**src/rtl/frame_buffer_scanner.sv**
```systemverilog
// frame_buffer_scanner: raster-order read controller for frame_buffer, streaming pixels through a
// 2-entry output FIFO on valid/ready. Define FRAME_SCANNER_COORD_EN to add per-pixel O_PIXEL_COL/O_PIXEL_ROW.
module frame_buffer_scanner #(
    parameter int unsigned P_COLUMNS     = 640,
    parameter int unsigned P_ROWS        = 3,
    parameter int unsigned P_PIXEL_DEPTH = 24
) (
    input  logic                          I_CLK,
    input  logic                          I_RESET,
    input  logic                          I_ENABLE,
    input  logic                          I_START,
    output logic                          O_BUSY,
    output logic                          O_DONE,
    output logic [$clog2(P_COLUMNS)-1:0]  O_FB_COL,
    output logic [$clog2(P_ROWS)-1:0]     O_FB_ROW,
    output logic                          O_FB_READ_ENABLE,
    input  logic [P_PIXEL_DEPTH-1:0]      I_FB_PIXEL,
    output logic [P_PIXEL_DEPTH-1:0]      O_PIXEL,
    output logic                          O_VALID,
    input  logic                          I_READY,
    output logic                          O_LAST
`ifdef FRAME_SCANNER_COORD_EN
    ,
    output logic [$clog2(P_COLUMNS)-1:0]  O_PIXEL_COL,
    output logic [$clog2(P_ROWS)-1:0]     O_PIXEL_ROW
`endif
);
    localparam int unsigned COL_W = $clog2(P_COLUMNS);
    localparam int unsigned ROW_W = $clog2(P_ROWS);

    localparam logic [1:0] S_IDLE  = 2'd0;
    localparam logic [1:0] S_READ  = 2'd1;
    localparam logic [1:0] S_DRAIN = 2'd2;
    localparam logic [1:0] S_DONE  = 2'd3;

    logic [1:0]               state_q, state_d;
    logic [COL_W-1:0]         col_q, col_d;
    logic [ROW_W-1:0]         row_q, row_d;
    logic                     inflight_q, inflight_d;
    logic                     infl_last_q, infl_last_d;
    logic [1:0]               occ_q, occ_d;
    logic                     wr_ptr_q, wr_ptr_d;
    logic                     rd_ptr_q, rd_ptr_d;
    logic [P_PIXEL_DEPTH-1:0] pix_mem_q [2];
    logic [P_PIXEL_DEPTH-1:0] pix_mem_d [2];
    logic                     last_mem_q [2];
    logic                     last_mem_d [2];
`ifdef FRAME_SCANNER_COORD_EN
    logic [COL_W-1:0]         infl_col_q, infl_col_d;
    logic [ROW_W-1:0]         infl_row_q, infl_row_d;
    logic [COL_W-1:0]         col_mem_q [2];
    logic [COL_W-1:0]         col_mem_d [2];
    logic [ROW_W-1:0]         row_mem_q [2];
    logic [ROW_W-1:0]         row_mem_d [2];
`endif

    logic       valid_c, pop_c, push_c, rd_en_c, last_addr_c, head_last_c;
    logic [2:0] level_c;

    // Handshake and read throttle; level counts FIFO entries plus the read landing this cycle.
    always_comb begin
        valid_c     = (occ_q != 2'd0) & I_ENABLE;
        head_last_c = last_mem_q[rd_ptr_q];
        pop_c       = valid_c & I_READY;
        push_c      = inflight_q & I_ENABLE;
        level_c     = 3'(occ_q) + 3'(inflight_q) - 3'(pop_c);
        last_addr_c = (col_q == COL_W'(P_COLUMNS - 1)) & (row_q == ROW_W'(P_ROWS - 1));
        rd_en_c     = (state_q == S_READ) & I_ENABLE & (level_c < 3'd2);
    end

    // Next-state, address and FIFO update; everything holds while I_ENABLE is low.
    always_comb begin
        state_d     = state_q;
        col_d       = col_q;
        row_d       = row_q;
        inflight_d  = inflight_q;
        infl_last_d = infl_last_q;
        occ_d       = occ_q;
        wr_ptr_d    = wr_ptr_q;
        rd_ptr_d    = rd_ptr_q;
        pix_mem_d   = pix_mem_q;
        last_mem_d  = last_mem_q;
`ifdef FRAME_SCANNER_COORD_EN
        infl_col_d  = infl_col_q;
        infl_row_d  = infl_row_q;
        col_mem_d   = col_mem_q;
        row_mem_d   = row_mem_q;
`endif
        if (I_ENABLE) begin
            inflight_d = rd_en_c;
            if (rd_en_c) begin
                infl_last_d = last_addr_c;
`ifdef FRAME_SCANNER_COORD_EN
                infl_col_d  = col_q;
                infl_row_d  = row_q;
`endif
            end
            case (state_q)
                S_IDLE: begin
                    if (I_START) state_d = S_READ;
                end
                S_READ: begin
                    if (rd_en_c) begin
                        if (last_addr_c) begin
                            state_d = S_DRAIN;
                            col_d   = '0;
                            row_d   = '0;
                        end else if (col_q == COL_W'(P_COLUMNS - 1)) begin
                            col_d = '0;
                            row_d = row_q + ROW_W'(1);
                        end else begin
                            col_d = col_q + COL_W'(1);
                        end
                    end
                end
                S_DRAIN: begin
                    if (pop_c & head_last_c) state_d = S_DONE;
                end
                S_DONE: begin
                    state_d = S_IDLE;
                    col_d   = '0;
                    row_d   = '0;
                end
                default: state_d = S_IDLE;
            endcase
            if (push_c) begin
                pix_mem_d[wr_ptr_q]  = I_FB_PIXEL;
                last_mem_d[wr_ptr_q] = infl_last_q;
`ifdef FRAME_SCANNER_COORD_EN
                col_mem_d[wr_ptr_q]  = infl_col_q;
                row_mem_d[wr_ptr_q]  = infl_row_q;
`endif
                wr_ptr_d = ~wr_ptr_q;
            end
            if (pop_c) rd_ptr_d = ~rd_ptr_q;
            occ_d = occ_q + 2'(push_c) - 2'(pop_c);
        end
    end

    always_ff @(posedge I_CLK or negedge I_RESET) begin
        if (!I_RESET) begin
            state_q     <= S_IDLE;
            col_q       <= '0;
            row_q       <= '0;
            inflight_q  <= 1'b0;
            infl_last_q <= 1'b0;
            occ_q       <= 2'd0;
            wr_ptr_q    <= 1'b0;
            rd_ptr_q    <= 1'b0;
            for (int i = 0; i < 2; i++) begin
                pix_mem_q[i]  <= '0;
                last_mem_q[i] <= 1'b0;
            end
`ifdef FRAME_SCANNER_COORD_EN
            infl_col_q <= '0;
            infl_row_q <= '0;
            for (int i = 0; i < 2; i++) begin
                col_mem_q[i] <= '0;
                row_mem_q[i] <= '0;
            end
`endif
        end else begin
            state_q     <= state_d;
            col_q       <= col_d;
            row_q       <= row_d;
            inflight_q  <= inflight_d;
            infl_last_q <= infl_last_d;
            occ_q       <= occ_d;
            wr_ptr_q    <= wr_ptr_d;
            rd_ptr_q    <= rd_ptr_d;
            pix_mem_q   <= pix_mem_d;
            last_mem_q  <= last_mem_d;
`ifdef FRAME_SCANNER_COORD_EN
            infl_col_q  <= infl_col_d;
            infl_row_q  <= infl_row_d;
            col_mem_q   <= col_mem_d;
            row_mem_q   <= row_mem_d;
`endif
        end
    end

    assign O_BUSY           = (state_q == S_READ) | (state_q == S_DRAIN);
    assign O_DONE           = (state_q == S_DONE);
    assign O_FB_COL         = col_q;
    assign O_FB_ROW         = row_q;
    assign O_FB_READ_ENABLE = rd_en_c;
    assign O_VALID          = valid_c;
    assign O_PIXEL          = pix_mem_q[rd_ptr_q];
    assign O_LAST           = valid_c & head_last_c;
`ifdef FRAME_SCANNER_COORD_EN
    assign O_PIXEL_COL      = col_mem_q[rd_ptr_q];
    assign O_PIXEL_ROW      = row_mem_q[rd_ptr_q];
`endif

endmodule

```
**config.mk**
```make
export PLATFORM = sky130hd
export DESIGN_NAME = frame_buffer_scanner
export DESIGN_NICKNAME = d
export VERILOG_FILES = /design/src/rtl/frame_buffer_scanner.sv
export SDC_FILE = /design/constraint.sdc
export NUM_CORES = 1
export LEC_CHECK = 0
export CAP_MARGIN = 30
export CORE_ASPECT_RATIO = 0.75
export CORE_UTILIZATION = 40
export DETAILED_ROUTE_END_ITERATION = 7
export GPL_ROUTABILITY_DRIVEN = 1
export PLACE_DENSITY = 0.68
export SLEW_MARGIN = 10
export SYNTH_ARGS = -nofsm -noshare
export SYNTH_HDL_FRONTEND = slang
export SYNTH_SLANG_ARGS = --single-unit
```
**constraint.sdc**
```tcl
create_clock -name I_CLK -period 2.9 [get_ports I_CLK]
set_clock_uncertainty 0.1 [all_clocks]
set_input_delay 0.58 -clock I_CLK [delete_from_list [all_inputs] [get_ports I_CLK]]
set_output_delay 0.58 -clock I_CLK [all_outputs]
set_load 0.01 [all_outputs]
```
==> Word level (Yosys, flattened, before mapping) <==
Index checks and enable logic that the tools add are counted.
{ "totals": {"register_bits": 70, "latchBits": 0, "ram_bits": 0, "romBits": 0, "in_bits": 29, "out_inout_bits": 41, "n_memories": 0} }
{ "op_classes": {"n_addsub": 6, "multipliers": 0, "n_div": 0, "n_lt_le_gt_ge": 4, "eq_ne": 10, "n_shift": 0, "muxes": 25, "bitwise_logic": 13, "n_reduce_logical": 10} }
{ "ops": {"columns": ["op", "n"], "rows": [
  ["$mux W24", 4],
  ["$bwmux W48", 1],
  ["$mux W10", 3],
  ["$demux W24 S1", 1],
  ["$pmux W10 S2", 1],
  ["$mux W2", 7],
  ["$add A10 B1 Y10 const B", 1],
  ["$eq A10 B10 Y1 const B", 1],
  ["$and A1 B1 Y1", 8],
  ["$ne A2 B2 Y1 const B", 4],
  ["$pmux W2 S4", 1],
  ["$eq A2 B2 Y1 const B", 3],
  ["$reduce_and A2 Y1", 3],
  ["$reduce_and A5 Y1", 1],
  ["$ge A2 B2 Y1 const B", 2],
  ["$mux W1", 4],
  ["$not A1 Y2", 2],
  ["$pmux W2 S2", 1],
  ["$reduce_and A4 Y1", 1],
  ["$reduce_bool A2 Y1", 2],
  ["$add A2 B1 Y3", 1],
  ["$lt A3 B2 Y1 const B", 1],
  ["$ne A3 B3 Y1 const B", 1],
  ["$reduce_and A3 Y1", 1],
  ["12 further kinds", 13]
]} }

==> Longest topological paths before layout <==
Gate-level depths: netlist of run 1.
{ "logic_depth": {"ltp_word": 8, "ltp_mapped": 9, "mapped_depth_nobuf": 9} }

==> Worst setup path after synthesis of run 1 <==
No wires, ideal clock.
{ "synth_path": {"kind": "reg2out", "startpoint": "register occ_q[1]", "endpoint": "output port O_FB_READ_ENABLE", "arrival_ps": 2085, "path_slack_ps": 135, "path_stages_with_launch": 8, "path_buffers": 0, "cell_sequence": "dfrtp_1 -> o211ai_1 -> xnor2_1 -> nand2_1 -> fa_1 -> and3_1 -> nand2_1 -> inv_1"} }
{ "synth_between": {"elab_chain_len": 6} }
{ "synth_rtl": {"columns": ["item", "line_no", "rtl"], "rows": [
  ["start: declaration", "41", "logic [1:0] occ_q, occ_d;"],
  ["start signal: assignment", "147", "occ_q <= 2'd0;"],
  ["start signal: assignment", "168", "occ_q <= occ_d;"],
  ["$reduce_bool A2 Y1", "62", "valid_c = (occ_q != 2'd0) & I_ENABLE;"],
  ["$and A1 B1 Y1", "62", null],
  ["$and A1 B1 Y1", "64", "pop_c = valid_c & I_READY;"],
  ["$sub A3 B1 Y3 *", "66", "level_c = 3'(occ_q) + 3'(inflight_q) - 3'(pop_c);"],
  ["$lt A3 B2 Y1 *", "68", "rd_en_c = (state_q == S_READ) & I_ENABLE & (level_c < 3'd2);"],
  ["$and A1 B1 Y1 *", "68", null],
  ["end: declaration", "16", "output logic O_FB_READ_ENABLE,"]
]} }
Every way passes the cells marked *; elsewhere a longest branch is shown, timed or not.

==> Final worst setup path of run 1 <==
Ends and elaborated chain as after synthesis.

==> impl_metrics.sql, run 1 <==
INSERT INTO impl_metrics (metric_group, metric, value, unit) VALUES
('status', 'outcome', 'finished, final reports clean', ''),
('yosys', 'ys.warnings.count', '0', ''),
('power_and_ir_drop', 'power_switching', '1.46', 'mW'),
('die', 'placementRows', '28', ''),
('global_routing', 'grt_use_met2', '0.286', ''),
('clock_network', 'clock_sinks', '70', ''),
('placement', 'dp_worst_setup_slack', '-559', 'ps'),
('clock_network', 'cts-htree-levels', '3', ''),
('worst_setup_path', 'critical_path_class', 'reg2out', ''),
('placement', 'dp_hpwl', '4690', 'um'),
('yosys', 'asyncSetResetFlopFracSynth', '1.00', ''),
('clock_network', 'cts_tree', 'built', ''),
('final_layout', 'postLayoutCoreUtil', '0.567', ''),
('timing', 'finalWorstSetupSlack', '44.2', 'ps'),
('global_routing', 'grt_pass1_wl', '11400', 'um'),
('clock_network', 'clock_slew_at_the_register_clock_pins_of_the_worst_setup_and_hold_paths', '80', 'ps'),
('power_and_ir_drop', 'totalPowerFinal', '4.67', 'mW'),
('drt', 'via_per_inst', '5.07', ''),
('timing', 'finalSetupViolCount', '0', ''),
('yosys', 'postSynthNetCount', '295', ''),
('global_routing', 'gr-max-usage-layer', 'met2', ''),
('final_layout', 'fillers', '673', ''),
('timing', 'drv_slew', '0', ''),
('drt', 'detail_route.wl_per_cell', '15.5', 'um'),
('drt', 'first_pass_iters', '4', ''),
('final_layout', 'layoutNonFillerInstCount', '456', ''),
('global_routing', 'antenna_found_initial', '0', ''),
('yosys', 'seq_area_frac_synth', '0.522', ''),
('worst_hold_path', 'holdCritPathClass', 'in2async', ''),
('die', 'design.die.area', '8760', 'um2'),
('final_layout', 'design.final.nets', '382', ''),
('placement', 'dpl-instance-area', '4270', 'um2'),
('worst_setup_path', 'cp.required', '2220', 'ps'),
('die', 'io_pins', '70', ''),
('timing', 'hold-worst-slack', '194', 'ps'),
('die', 'core_area', '8020', 'um2'),
('drt', 'wirelength', '7060', 'um'),
('placement', 'globalplace.congestion', '0.776', ''),
('worst_setup_path', 'sort_of_element_at_the_end_of_the_critical_path', 'output pin', ''),
('power_and_ir_drop', 'cellInternalPower', '3.21', 'mW'),
('worst_setup_path', 'top_fanout_value_on_the_critical_path', '2', ''),
('worst_setup_path', 'timing.rr.start', 'occ_q[1]$_DFFE_PN0P_', ''),
('yosys', 'synth.avg_cell_area', '13.0', 'um2'),
('die', 'initial_utilization', '0.418', ''),
('worst_setup_path', 'setup.reg_to_reg.worst_slack', '140', 'ps'),
('final_layout', 'drive_gt1_frac', '0.339', ''),
('job', 'cap_violations', '0', ''),
('global_routing', 'grtUsageTotal', '0.171', ''),
('die', 'chipHeight', '81.3', 'um'),
('yosys', 'yosysUniqueCellTypes', '45', ''),
('power_and_ir_drop', 'ir_drop', '0.440', 'mV'),
('worst_setup_path', 'crit_path_start_kind', 'flop', ''),
('worst_setup_path', 'timing.reg2reg.worst_path_depth', '11', ''),
('worst_setup_path', 'crit_slowest_cell', 'fa_1', ''),
('yosys', 'syn_inst', '259', ''),
('worst_setup_path', 'worstPathCellList', 'o211ai_1, xnor2_1, nand2_1, fa_1, and3_4, nand2_2, inv_1, buf_2', ''),
('timing', 'final_hold_viol_count', '0', ''),
('clock_network', 'clock_latency', '340', 'ps'),
('final_layout', 'area.growth.synth_to_final', '35.6', '%'),
('power_and_ir_drop', 'switching_share', '0.313', ''),
('clock_network', 'cts-hold-fix-buffers', '0', ''),
('drt', 'postRouteAntennaNets', '0', ''),
('worst_setup_path', 'worst_r2r_endpoint', 'O_FB_COL[7]$_DFFE_PN0P_', ''),
('clock_network', 'cts_root_buf', 'clkbuf_8', ''),
('yosys', 'ys_ff_latch', '70', ''),
('die', 'die-width', '108', 'um'),
('global_routing', 'grt.overflow.total', '0', ''),
('global_routing', 'global_route.usage.met1', '0.219', ''),
('timing', 'grt_setup_unrepaired', 'yes', ''),
('global_routing', 'grt_pass1_vias', '2396', ''),
('yosys', 'ys_dominant_reg_cell', 'dfrtp_1', '');
## worst max-delay path by stage
stage               cells after the start          endpoint                 start
floorplan                               7  O_FB_READ_ENABLE  occ_q[1]$_DFFE_PN0P_
global placement                        9  O_FB_READ_ENABLE              I_ENABLE
detailed placement                      9  O_FB_READ_ENABLE              I_ENABLE
global route                            8  O_FB_READ_ENABLE  occ_q[1]$_DFFE_PN0P_
CTS                                     8  O_FB_READ_ENABLE  occ_q[0]$_DFFE_PN0P_
finish                                  8  O_FB_READ_ENABLE  occ_q[1]$_DFFE_PN0P_
## what timing repair did
item	CTS	global route
pin swaps	5	7
setup buffers	5	0
endpoints found under the setup margin	1	11
gates resized for setup	8	4
cloned	0	2
## power by group through the flow
| stage | clock, mW | combinational [mW] | sequential, mW |
|---|---|---|---|
| CTS | 0.807 | 2.22 | 1.61 |
| finish | 0.782 | 2.28 | 1.61 |
| floorplan | 0 | 1.21 | 1.57 |
| detailed placement | 0 | 2.18 | 1.62 |
| global placement | 0 | 2.15 | 1.59 |
| global route | 0.852 | 2.46 | 1.66 |
## cells in the mapped netlist, types with 2 or more instances
master	count	area [um2]
dfrtp_1	70	1750
mux2_2	67	754
nand2_1	14	52.6
o21ai_0	11	55.1
buf_2	9	45.0
mux2_1	9	101
nor2_1	9	33.8
inv_1	7	26.3
a21oi_1	6	30.0
ha_1	6	75.1
nand3_1	5	25.0
o21ai_1	4	20.0
or3_1	4	25.0
xnor2_1	4	35.0
nand2_2	2	12.5
nand4_1	2	12.5
nor2b_1	2	12.5
## cells by family (layout without fill, tap and decap cells)
| logic type | count (synthesis) | after routing | share of synthesized area |
|---|---|---|---|
| compound gates | 31 | 31 | 0.0653 |
| fa+ha+maj | 7 | 7 | 0.0283 |
| mux | 78 | 78 | 0.262 |
| xor+xnor | 6 | 6 | 0.0179 |
| flops | 70 | 70 | 0.522 |
| simple gates | 48 | 48 | 0.0772 |
| buf+inv | 19 | 111 | 0.0268 |
## registers in the layout (all words and copies together) (netlist names)
name	cells
O_FB_COL	10
O_FB_ROW	2
infl_last_q	1
inflight_q	1
last_mem_q	2
occ_q	2
pix_mem_q	48
rd_ptr_q	1
state_q	2
wr_ptr_q	1
## layout by cell type, fill, tap and decap left out, types with 3 or more instances in the layout
master / instances
clkdlybuf4s50_1: 65
buf_12: 4
or3_1: 3
ha_1: 6
o21ai_0: 11
nand2_2: 3
nand3_1: 5
o21ai_1: 4
clkbuf_8: 10
xnor2_1: 4
inv_1: 7
mux2_2: 67
mux2_1: 9
a21oi_1: 5
dfrtp_1: 70
clkinv_2: 3
buf_4: 13
nand2_1: 13
nor2_1: 8
## area by class of cell
cell class	instances	area (um2)	area share
Clock inverter	6	61.3	0.0135
Multi-Input combinational cell	170	1540	0.338
Inverter	7	26.3	0.00577
Timing Repair Buffer	88	906	0.199
Clock buffer	10	138	0.0302
Tap cell	105	131	0.0289
Sequential cell	70	1750	0.385
## per-layer routing
layer / wire length [um] / part of all wire
met4: 62 / 0.0088
met5: 0 / 0
met3: 237 / 0.034
met2: 3470 / 0.49
met1: 3300 / 0.47
No activity file was read; power rests on OpenSTA's default activity.
==> run 2, diff against run 1 <==
--- a/config.mk
+++ b/config.mk
@@ -7,10 +7,10 @@
 export LEC_CHECK = 0
 export CAP_MARGIN = 30
 export CORE_ASPECT_RATIO = 0.75
-export CORE_UTILIZATION = 40
+export CORE_UTILIZATION = 45
 export DETAILED_ROUTE_END_ITERATION = 7
 export GPL_ROUTABILITY_DRIVEN = 1
-export PLACE_DENSITY = 0.68
+export PLACE_DENSITY = 0.75
 export SLEW_MARGIN = 10
 export SYNTH_ARGS = -nofsm -noshare
 export SYNTH_HDL_FRONTEND = slang
==> impl_metrics.sql, run 2 (same netlist as run 1, synthesis figures left out) <==
INSERT INTO impl_metrics (metric_group, metric, value, unit) VALUES
('drt', 'via_per_inst', '5.15', ''),
('power_and_ir_drop', 'combinationalPowerShare', '0.478', ''),
('final_layout', 'area.growth.synth_to_final', '34.3', '%'),
('timing', 'finalWorstSetupSlack', '34.5', 'ps'),
('die', 'placementRows', '26', ''),
('worst_setup_path', 'timing.rr.start', 'occ_q[1]$_DFFE_PN0P_', ''),
('worst_setup_path', 'sort_of_element_at_the_end_of_the_critical_path', 'output pin', ''),
('placement', 'dp.cells', '429', ''),
('power_and_ir_drop', 'power.sequential.fraction', '0.352', ''),
('clock_network', 'cts_made_buffers', '9', ''),
('timing', 'fin_crit_sh', '0.988', ''),
('die', 'chipHeight', '76.8', 'um'),
('timing', 'post-route-min-period', '2870', 'ps'),
('drt', 'detail_route.wl_per_cell', '14.6', 'um'),
('worst_setup_path', 'timing.reg2reg.worst_path_depth', '11', ''),
('power_and_ir_drop', 'switching_share', '0.314', ''),
('clock_network', 'clock_sinks', '70', ''),
('placement', 'dp_worst_setup_slack', '-589', 'ps'),
('drt', 'first_iter_violations', '103', ''),
('timing', 'final_hold_viol_count', '0', ''),
('die', 'initial_utilization', '0.480', ''),
('timing', 'drv_slew', '0', ''),
('final_layout', 'mostFrequentLayoutCell', 'dfrtp_1', ''),
('power_and_ir_drop', 'power_per_cell_area', '1010', 'nW/um2'),
('timing', 'grt_setup_unrepaired', 'yes', ''),
('final_layout', 'fillers', '565', ''),
('placement', 'globalplace.congestion', '0.793', ''),
('power_and_ir_drop', 'totalPowerFinal', '4.57', 'mW'),
('clock_network', 'cts-root-to-sink-buffers', '2', ''),
('final_layout', 'top_register', 'pix_mem_q', ''),
('global_routing', 'antenna_found_initial', '0', ''),
('global_routing', 'grtUsageTotal', '0.186', ''),
('final_layout', 'drive_gt1_frac', '0.328', ''),
('final_layout', 'layoutNonFillerInstCount', '449', ''),
('job', 'cap_violations', '0', ''),
('placement', 'dp_hpwl', '4560', 'um'),
('worst_setup_path', 'setup.reg_to_reg.worst_slack', '170', 'ps'),
('worst_setup_path', 'critical_path_class', 'reg2out', ''),
('clock_network', 'cts-htree-levels', '3', ''),
('die', 'die-width', '102', 'um'),
('final_layout', 'largest_register_ffs', '48', ''),
('die', 'core_area', '6990', 'um2'),
('worst_hold_path', 'holdCritPathClass', 'reg2reg', ''),
('power_and_ir_drop', 'cellInternalPower', '3.13', 'mW'),
('global_routing', 'grt_max_degree', '71', ''),
('clock_network', 'clock_slew_at_the_register_clock_pins_of_the_worst_setup_and_hold_paths', '70', 'ps'),
('worst_setup_path', 'crit_path_start_kind', 'flop', ''),
('timing', 'slew_headroom', '0.721', ''),
('timing', 'worst_slew_pin_slew', '419', 'ps'),
('final_layout', 'commonest_cells_after_routing_fill_and_taps_aside', 'dfrtp_1, mux2_2, clkdlybuf4s50_1, buf_4, nand2_1', ''),
('global_routing', 'grt.overflow.total', '0', ''),
('power_and_ir_drop', 'power.clock.fraction', '0.170', ''),
('drt', 'postRouteAntennaNets', '0', ''),
('worst_setup_path', 'top_fanout_value_on_the_critical_path', '6', ''),
('worst_setup_path', 'cp.required', '2220', 'ps'),
('final_layout', 'design.final.nets', '382', ''),
('final_layout', 'postLayoutCoreUtil', '0.644', ''),
('drt', 'first_pass_iters', '4', ''),
('power_and_ir_drop', 'power_switching', '1.43', 'mW'),
('drt', 'num_vias', '2314', ''),
('worst_setup_path', 'worst_r2r_endpoint', 'O_FB_COL[7]$_DFFE_PN0P_', ''),
('clock_network', 'clock_latency', '340', 'ps'),
('worst_hold_path', 'holdPathEnd', 'pix_mem_q[28]$_DFFE_PN0P_', ''),
('die', 'design.die.area', '7810', 'um2'),
('drt', 'wirelength', '6560', 'um'),
('status', 'outcome', 'finished, final reports clean', ''),
('clock_network', 'cts_tree', 'built', ''),
('timing', 'finalSetupViolCount', '0', ''),
('final_layout', 'antenna_cells_inserted', '0', ''),
('placement', 'place.port_buffers', '69', ''),
('timing', 'timing.fmax', '0.349', 'GHz'),
('power_and_ir_drop', 'ir_drop', '0.543', 'mV'),
('worst_setup_path', 'worst-endpoint-arrival', '2190', 'ps'),
('worst_hold_path', 'hold_depth', '1', ''),
('drt', 'drcViolationCount', '0', ''),
('worst_hold_path', 'hp-start', 'pix_mem_q[28]$_DFFE_PN0P_', ''),
('global_routing', 'grt_pass1_vias', '2290', ''),
('power_and_ir_drop', 'p_leak', '1.94', 'nW'),
('timing', 'hold-worst-slack', '394', 'ps'),
('die', 'io_pins', '70', ''),
('global_routing', 'grt_pass1_wl', '11100', 'um'),
('clock_network', 'cts_root_buf', 'clkbuf_8', '');
==> run 2: cell types whose count changed in the layout (fill, tap and decap cells not counted), sizes merged <==
cell / previous run / this run
buf: 19 / 20
clkbuf: 12 / 9
dlygate4sd3: 0 / 1
inv: 7 / 8
==> run 2: worst max path at each step <==
stage	start	endpoint	slack, ps	depth (start not counted)
finish	occ_q[1]$_DFFE_PN0P_	O_FB_READ_ENABLE	30	8
global route	occ_q[1]$_DFFE_PN0P_	O_FB_READ_ENABLE	-90	8
CTS	occ_q[0]$_DFFE_PN0P_	O_FB_READ_ENABLE	-90	8
detailed placement	I_ENABLE	O_FB_READ_ENABLE	-590	9
global placement	I_ENABLE	O_FB_READ_ENABLE	-530	9
floorplan	occ_q[1]$_DFFE_PN0P_	O_FB_READ_ENABLE	130	7
==> run 2: worst max-delay path, cell delays in order, from the launching register on <==
cell and delay (ps):
dfrtp_1 380, o211ai_1 270, buf_4 200, nor2_1 60
fa_1 530, and3_4 190, nand2_2 60, inv_2 60
buf_6 90
==> run 2: final cells by class <==
type | count | area (um2) | share of cell area
sequential | 70 | 1750 | 0.389
multi-input combinational | 170 | 1520 | 0.338
timing repair buffer | 88 | 887 | 0.197
clock buffer | 9 | 124 | 0.0275
tap | 98 | 123 | 0.0272
clock inverter | 7 | 73.8 | 0.0164
inverter | 7 | 26.3 | 0.00583
==> run 2: what timing repair did <==
item                                    CTS  global route
setup buffers                             1             1
hold buffers                              0             1
resized for setup                         8             2
pin swaps                                 3             3
hold endpoints to repair                  0             2
endpoints found under the setup margin    1             5
==> run 2: per-stage QoR <==
stage	setup TNS [ps]	instance area, um2
after floorplan	0	3360
after global placement	-2530	4250
after detailed placement	-3440	4250
after CTS	-91.8	4460
after global routing	-85.0	4510
final	0	4510
==> run 2: routing by layer <==
layer | vias to the layer above | part of all wire | GRT usage
met4 | 0 | 0.019 | 0.0710
met3 | 12 | 0.043 | 0.0529
met2 | 51 | 0.48 | 0.285
li1 | 1106 | - | -
met5 | - | 0 | 0
met1 | 1145 | 0.46 | 0.250
==> run 2: power by group through the flow <==
| stage | combinational, mW | sequential, mW | clock, mW |
|---|---|---|---|
| 2_1_floorplan | 1.21 | 1.57 | 0 |
| 3_3_place_gp | 2.12 | 1.60 | 0 |
| 3_5_place_dp | 2.15 | 1.63 | 0 |
| 4_1_cts | 2.18 | 1.61 | 0.802 |
| 5_1_grt | 2.36 | 1.66 | 0.856 |
| 6_report | 2.18 | 1.61 | 0.776 |
==> run 3, diff against run 2 <==
--- a/config.mk
+++ b/config.mk
@@ -5,12 +5,14 @@
 export SDC_FILE = /design/constraint.sdc
 export NUM_CORES = 1
 export LEC_CHECK = 0
+export ABC_AREA = 1
 export CAP_MARGIN = 30
 export CORE_ASPECT_RATIO = 0.75
+export CORE_MARGIN = 1
 export CORE_UTILIZATION = 45
 export DETAILED_ROUTE_END_ITERATION = 7
 export GPL_ROUTABILITY_DRIVEN = 1
-export PLACE_DENSITY = 0.75
+export PLACE_DENSITY = 0.74
 export SLEW_MARGIN = 10
 export SYNTH_ARGS = -nofsm -noshare
 export SYNTH_HDL_FRONTEND = slang
==> impl_metrics.sql, run 3 <==
INSERT INTO impl_metrics (metric_group, metric, value, unit) VALUES
('status', 'outcome', 'finished, final reports clean', ''),
('global_routing', 'antenna_found_initial', '0', ''),
('worst_setup_path', 'crit_slowest_cell', 'fa_1', ''),
('clock_network', 'cts-htree-levels', '3', ''),
('die', 'initial_utilization', '0.477', ''),
('worst_setup_path', 'timing.reg2reg.worst_path_depth', '18', ''),
('power_and_ir_drop', 'power.sequential.fraction', '0.353', ''),
('worst_setup_path', 'worstPathCellList', 'nor2_2, nor2_4, nand2_2, buf_6, nand2_2, nand2_1, nand2_1, fa_1, nand2_2, nor2_4, nand2_4, inv_2, buf_6', ''),
('timing', 'timing.fmax', '0.356', 'GHz'),
('drt', 'wirelength', '7310', 'um'),
('yosys', 'postSynthNetCount', '479', ''),
('global_routing', 'grtUsageTotal', '0.192', ''),
('final_layout', 'largest_register_ffs', '48', ''),
('global_routing', 'grt.overflow.total', '0', ''),
('worst_setup_path', 'cpPeakStageDelay', '500', 'ps'),
('clock_network', 'cts-root-to-sink-buffers', '2', ''),
('worst_setup_path', 'setup.reg_to_reg.worst_slack', '440', 'ps'),
('timing', 'finalSetupViolCount', '0', ''),
('clock_network', 'cts_root_buf', 'clkbuf_8', ''),
('final_layout', 'antenna_cells_inserted', '0', ''),
('final_layout', 'area.growth.synth_to_final', '29.6', '%'),
('global_routing', 'grt_pass1_vias', '2869', ''),
('global_routing', 'grt_max_degree', '71', ''),
('clock_network', 'cts_tree', 'built', ''),
('final_layout', 'postLayoutCoreUtil', '0.618', ''),
('yosys', 'syn_inst', '443', ''),
('power_and_ir_drop', 'power.clock.fraction', '0.193', ''),
('yosys', 'asyncSetResetFlopFracSynth', '1.00', ''),
('worst_setup_path', 'worst_r2r_endpoint', 'O_FB_COL[9]$_DFFE_PN0P_', ''),
('timing', 'final.setup.tns', '0', 'ps'),
('power_and_ir_drop', 'power_switching', '1.66', 'mW'),
('worst_hold_path', 'holdCritPathClass', 'in2async', ''),
('final_layout', 'fillers', '697', ''),
('die', 'die-width', '105', 'um'),
('yosys', 'synth.most_common_cell', 'nand2_1', ''),
('timing', 'fin_crit_sh', '0.967', ''),
('worst_setup_path', 'crit_path_start_kind', 'flop', ''),
('power_and_ir_drop', 'cellInternalPower', '2.85', 'mW'),
('timing', 'drv_slew', '0', ''),
('clock_network', 'clock_slew_at_the_register_clock_pins_of_the_worst_setup_and_hold_paths', '70', 'ps'),
('final_layout', 'fin_area', '4640', 'um2'),
('power_and_ir_drop', 'p_leak', '2.37', 'nW'),
('clock_network', 'clock_sinks', '70', ''),
('worst_setup_path', 'sort_of_element_at_the_end_of_the_critical_path', 'output pin', ''),
('drt', 'first_iter_violations', '164', ''),
('die', 'io_pins', '70', ''),
('die', 'chipHeight', '79.2', 'um'),
('job', 'cap_violations', '0', ''),
('worst_setup_path', 'critical_path_class', 'reg2out', ''),
('drt', 'first_pass_iters', '4', ''),
('yosys', 'post-synth-top-area-fraction', '0.490', ''),
('power_and_ir_drop', 'combinationalPowerShare', '0.454', ''),
('timing', 'slew_headroom', '0.648', ''),
('power_and_ir_drop', 'power_per_cell_area', '973', 'nW/um2'),
('yosys', 'ys_dominant_reg_cell', 'dfrtp_1', ''),
('final_layout', 'commonest_cells_after_routing_fill_and_taps_aside', 'nand2_1, dfrtp_1, clkdlybuf4s50_1, inv_1, o21ai_0', ''),
('global_routing', 'grt_pass1_wl', '12600', 'um'),
('timing', 'worst_slew_pin_slew', '528', 'ps'),
('yosys', 'ys_ff_latch', '70', ''),
('yosys', 'yosysTopAreaCell', 'dfrtp_1', ''),
('worst_setup_path', 'critical_path.most_common_cell', 'nand2_2', ''),
('placement', 'dp_hpwl', '4900', 'um'),
('worst_setup_path', 'cp.required', '2220', 'ps'),
('timing', 'hold-worst-slack', '133', 'ps'),
('drt', 'postRouteAntennaNets', '0', ''),
('timing', 'finalWorstSetupSlack', '94.7', 'ps'),
('yosys', 'ys_top_cells_by_area', 'dfrtp_1, nand2_1, o21ai_2, inv_1, o21ai_0', ''),
('power_and_ir_drop', 'switching_share', '0.368', ''),
('placement', 'dpl-instance-area', '4390', 'um2'),
('yosys', 'synth.avg_cell_area', '8.07', 'um2'),
('timing', 'grt_setup_unrepaired', 'yes', ''),
('final_layout', 'mostFrequentLayoutCell', 'nand2_1', ''),
('drt', 'num_vias', '2967', ''),
('drt', 'via_per_inst', '4.73', ''),
('yosys', 'seq_area_frac_synth', '0.490', ''),
('clock_network', 'clock_latency', '340', 'ps'),
('worst_setup_path', 'top_fanout_value_on_the_critical_path', '3', ''),
('placement', 'place.port_buffers', '69', ''),
('power_and_ir_drop', 'ir_drop', '0.451', 'mV'),
('yosys', 'ys.warnings.count', '0', ''),
('yosys', 'edff_count_synth', '0', ''),
('worst_setup_path', 'setup.worst_path.start', 'occ_q[0]$_DFFE_PN0P_', ''),
('final_layout', 'layout.area.seq', '1750', 'um2'),
('placement', 'globalplace.congestion', '0.789', ''),
('worst_setup_path', 'worst-endpoint-arrival', '2130', 'ps'),
('die', 'placementRows', '27', ''),
('placement', 'dp_worst_setup_slack', '-645', 'ps'),
('timing', 'final_hold_viol_count', '0', ''),
('timing', 'post-route-min-period', '2810', 'ps'),
('die', 'core_area', '7500', 'um2'),
('worst_setup_path', 'timing.rr.start', 'occ_q[0]$_DFFE_PN0P_', ''),
('clock_network', 'cts-hold-fix-buffers', '0', ''),
('yosys', 'yosysUniqueCellTypes', '32', ''),
('worst_setup_path', 'cp-endpoint', 'O_FB_READ_ENABLE', ''),
('drt', 'drcViolationCount', '0', ''),
('yosys', 'post_synth_instance_area', '3580', 'um2'),
('drt', 'detail_route.wl_per_cell', '11.7', 'um'),
('final_layout', 'top_register', 'pix_mem_q', ''),
('final_layout', 'multiInputGateArea', '1510', 'um2'),
('clock_network', 'cts_made_buffers', '9', ''),
('yosys', 'synth.cells.most_frequent', 'nand2_1, dfrtp_1, inv_1, o21ai_0, o21ai_2', ''),
('die', 'design.die.area', '8310', 'um2'),
('final_layout', 'design.final.nets', '557', ''),
('final_layout', 'drive_gt1_frac', '0.158', '');
[run 3: changes by cell type in the layout (fill, tap and decap cells not counted), sizes merged, moves of 5 or more]
cell   delta
inv      +44
mux2     -77
nor2      +6
nand2   +170
o21ai    +43
nand3    +11
xnor2     -5
[run 3: how the worst min path moves through the flow]
stage	startpoint	end
final	I_RESET	pix_mem_q[1]$_DFFE_PN0P_
after global routing	I_RESET	pix_mem_q[0]$_DFFE_PN0P_
after CTS	I_RESET	pix_mem_q[42]$_DFFE_PN0P_
after detailed placement	pix_mem_q[25]$_DFFE_PN0P_	pix_mem_q[25]$_DFFE_PN0P_
after global placement	pix_mem_q[36]$_DFFE_PN0P_	pix_mem_q[36]$_DFFE_PN0P_
after floorplan	I_RESET	O_FB_COL[0]$_DFFE_PN0P_
[run 3: area by class of cell]
type                    instances  area share
flip-flops and latches         70       0.378
repair buffers                 85       0.179
multi-input cells             303       0.326
well taps                     101      0.0273
clock inverters                 6      0.0184
clock buffers                  10      0.0297
inverters                      52      0.0421
[run 3: logic make-up (layout without fill, tap and decap cells)]
group / Yosys count / count (layout) / share of synthesized area
XOR/XNOR: 1 / 1 / 0.00245
AO/OA/AOI/OAI: 66 / 66 / 0.121
AND/OR/NAND/NOR: 229 / 229 / 0.269
adder cells (fa/ha/maj): 7 / 7 / 0.0266
buffers and inverters: 70 / 153 / 0.0906
flip-flops: 70 / 70 / 0.490
[run 3: routing by layer]
metal	wire, um	vias up	part of all wire	track usage
met1	3530	1367	0.48	0.241
met5	0	-	0	0
met4	71	0	0.0097	0.0634
met2	3410	62	0.47	0.323
li1	-	1532	-	-
met3	297	6	0.041	0.0525
[run 3: worst max-delay path, delay by kind of cell, from the launching register on]
| family | cells | cell delay, ps |
|---|---|---|
| fa+ha+maj | 1 | 500 |
| flops | 1 | 390 |
| buf+inv | 3 | 240 |
| simple gates | 9 | 660 |
[run 3: power groups by stage]
stage / Sequential (mW) / Combinational [mW] / Clock, mW
2_1_floorplan: 1.58 / 1.19 / 0
3_3_place_gp: 1.59 / 2.01 / 0
3_5_place_dp: 1.60 / 2.05 / 0
4_1_cts: 1.59 / 2.06 / 0.895
5_1_grt: 1.64 / 2.28 / 0.934
6_report: 1.59 / 2.05 / 0.869
[run 3: timing repair]
action                                  CTS  global route
buffers inserted                          1             1
resized for setup                        10             7
pin swaps                                 3             8
endpoints found under the setup margin    1             1
[run 3: per-stage QoR]
| stage | power, mW | cells |
|---|---|---|
| final | 4.51 | 627 |
| after global routing | 4.86 | 627 |
| after CTS | 4.55 | 626 |
| after detailed placement | 3.65 | 609 |
| after global placement | 3.59 | 609 |
| after floorplan | 2.77 | 443 |
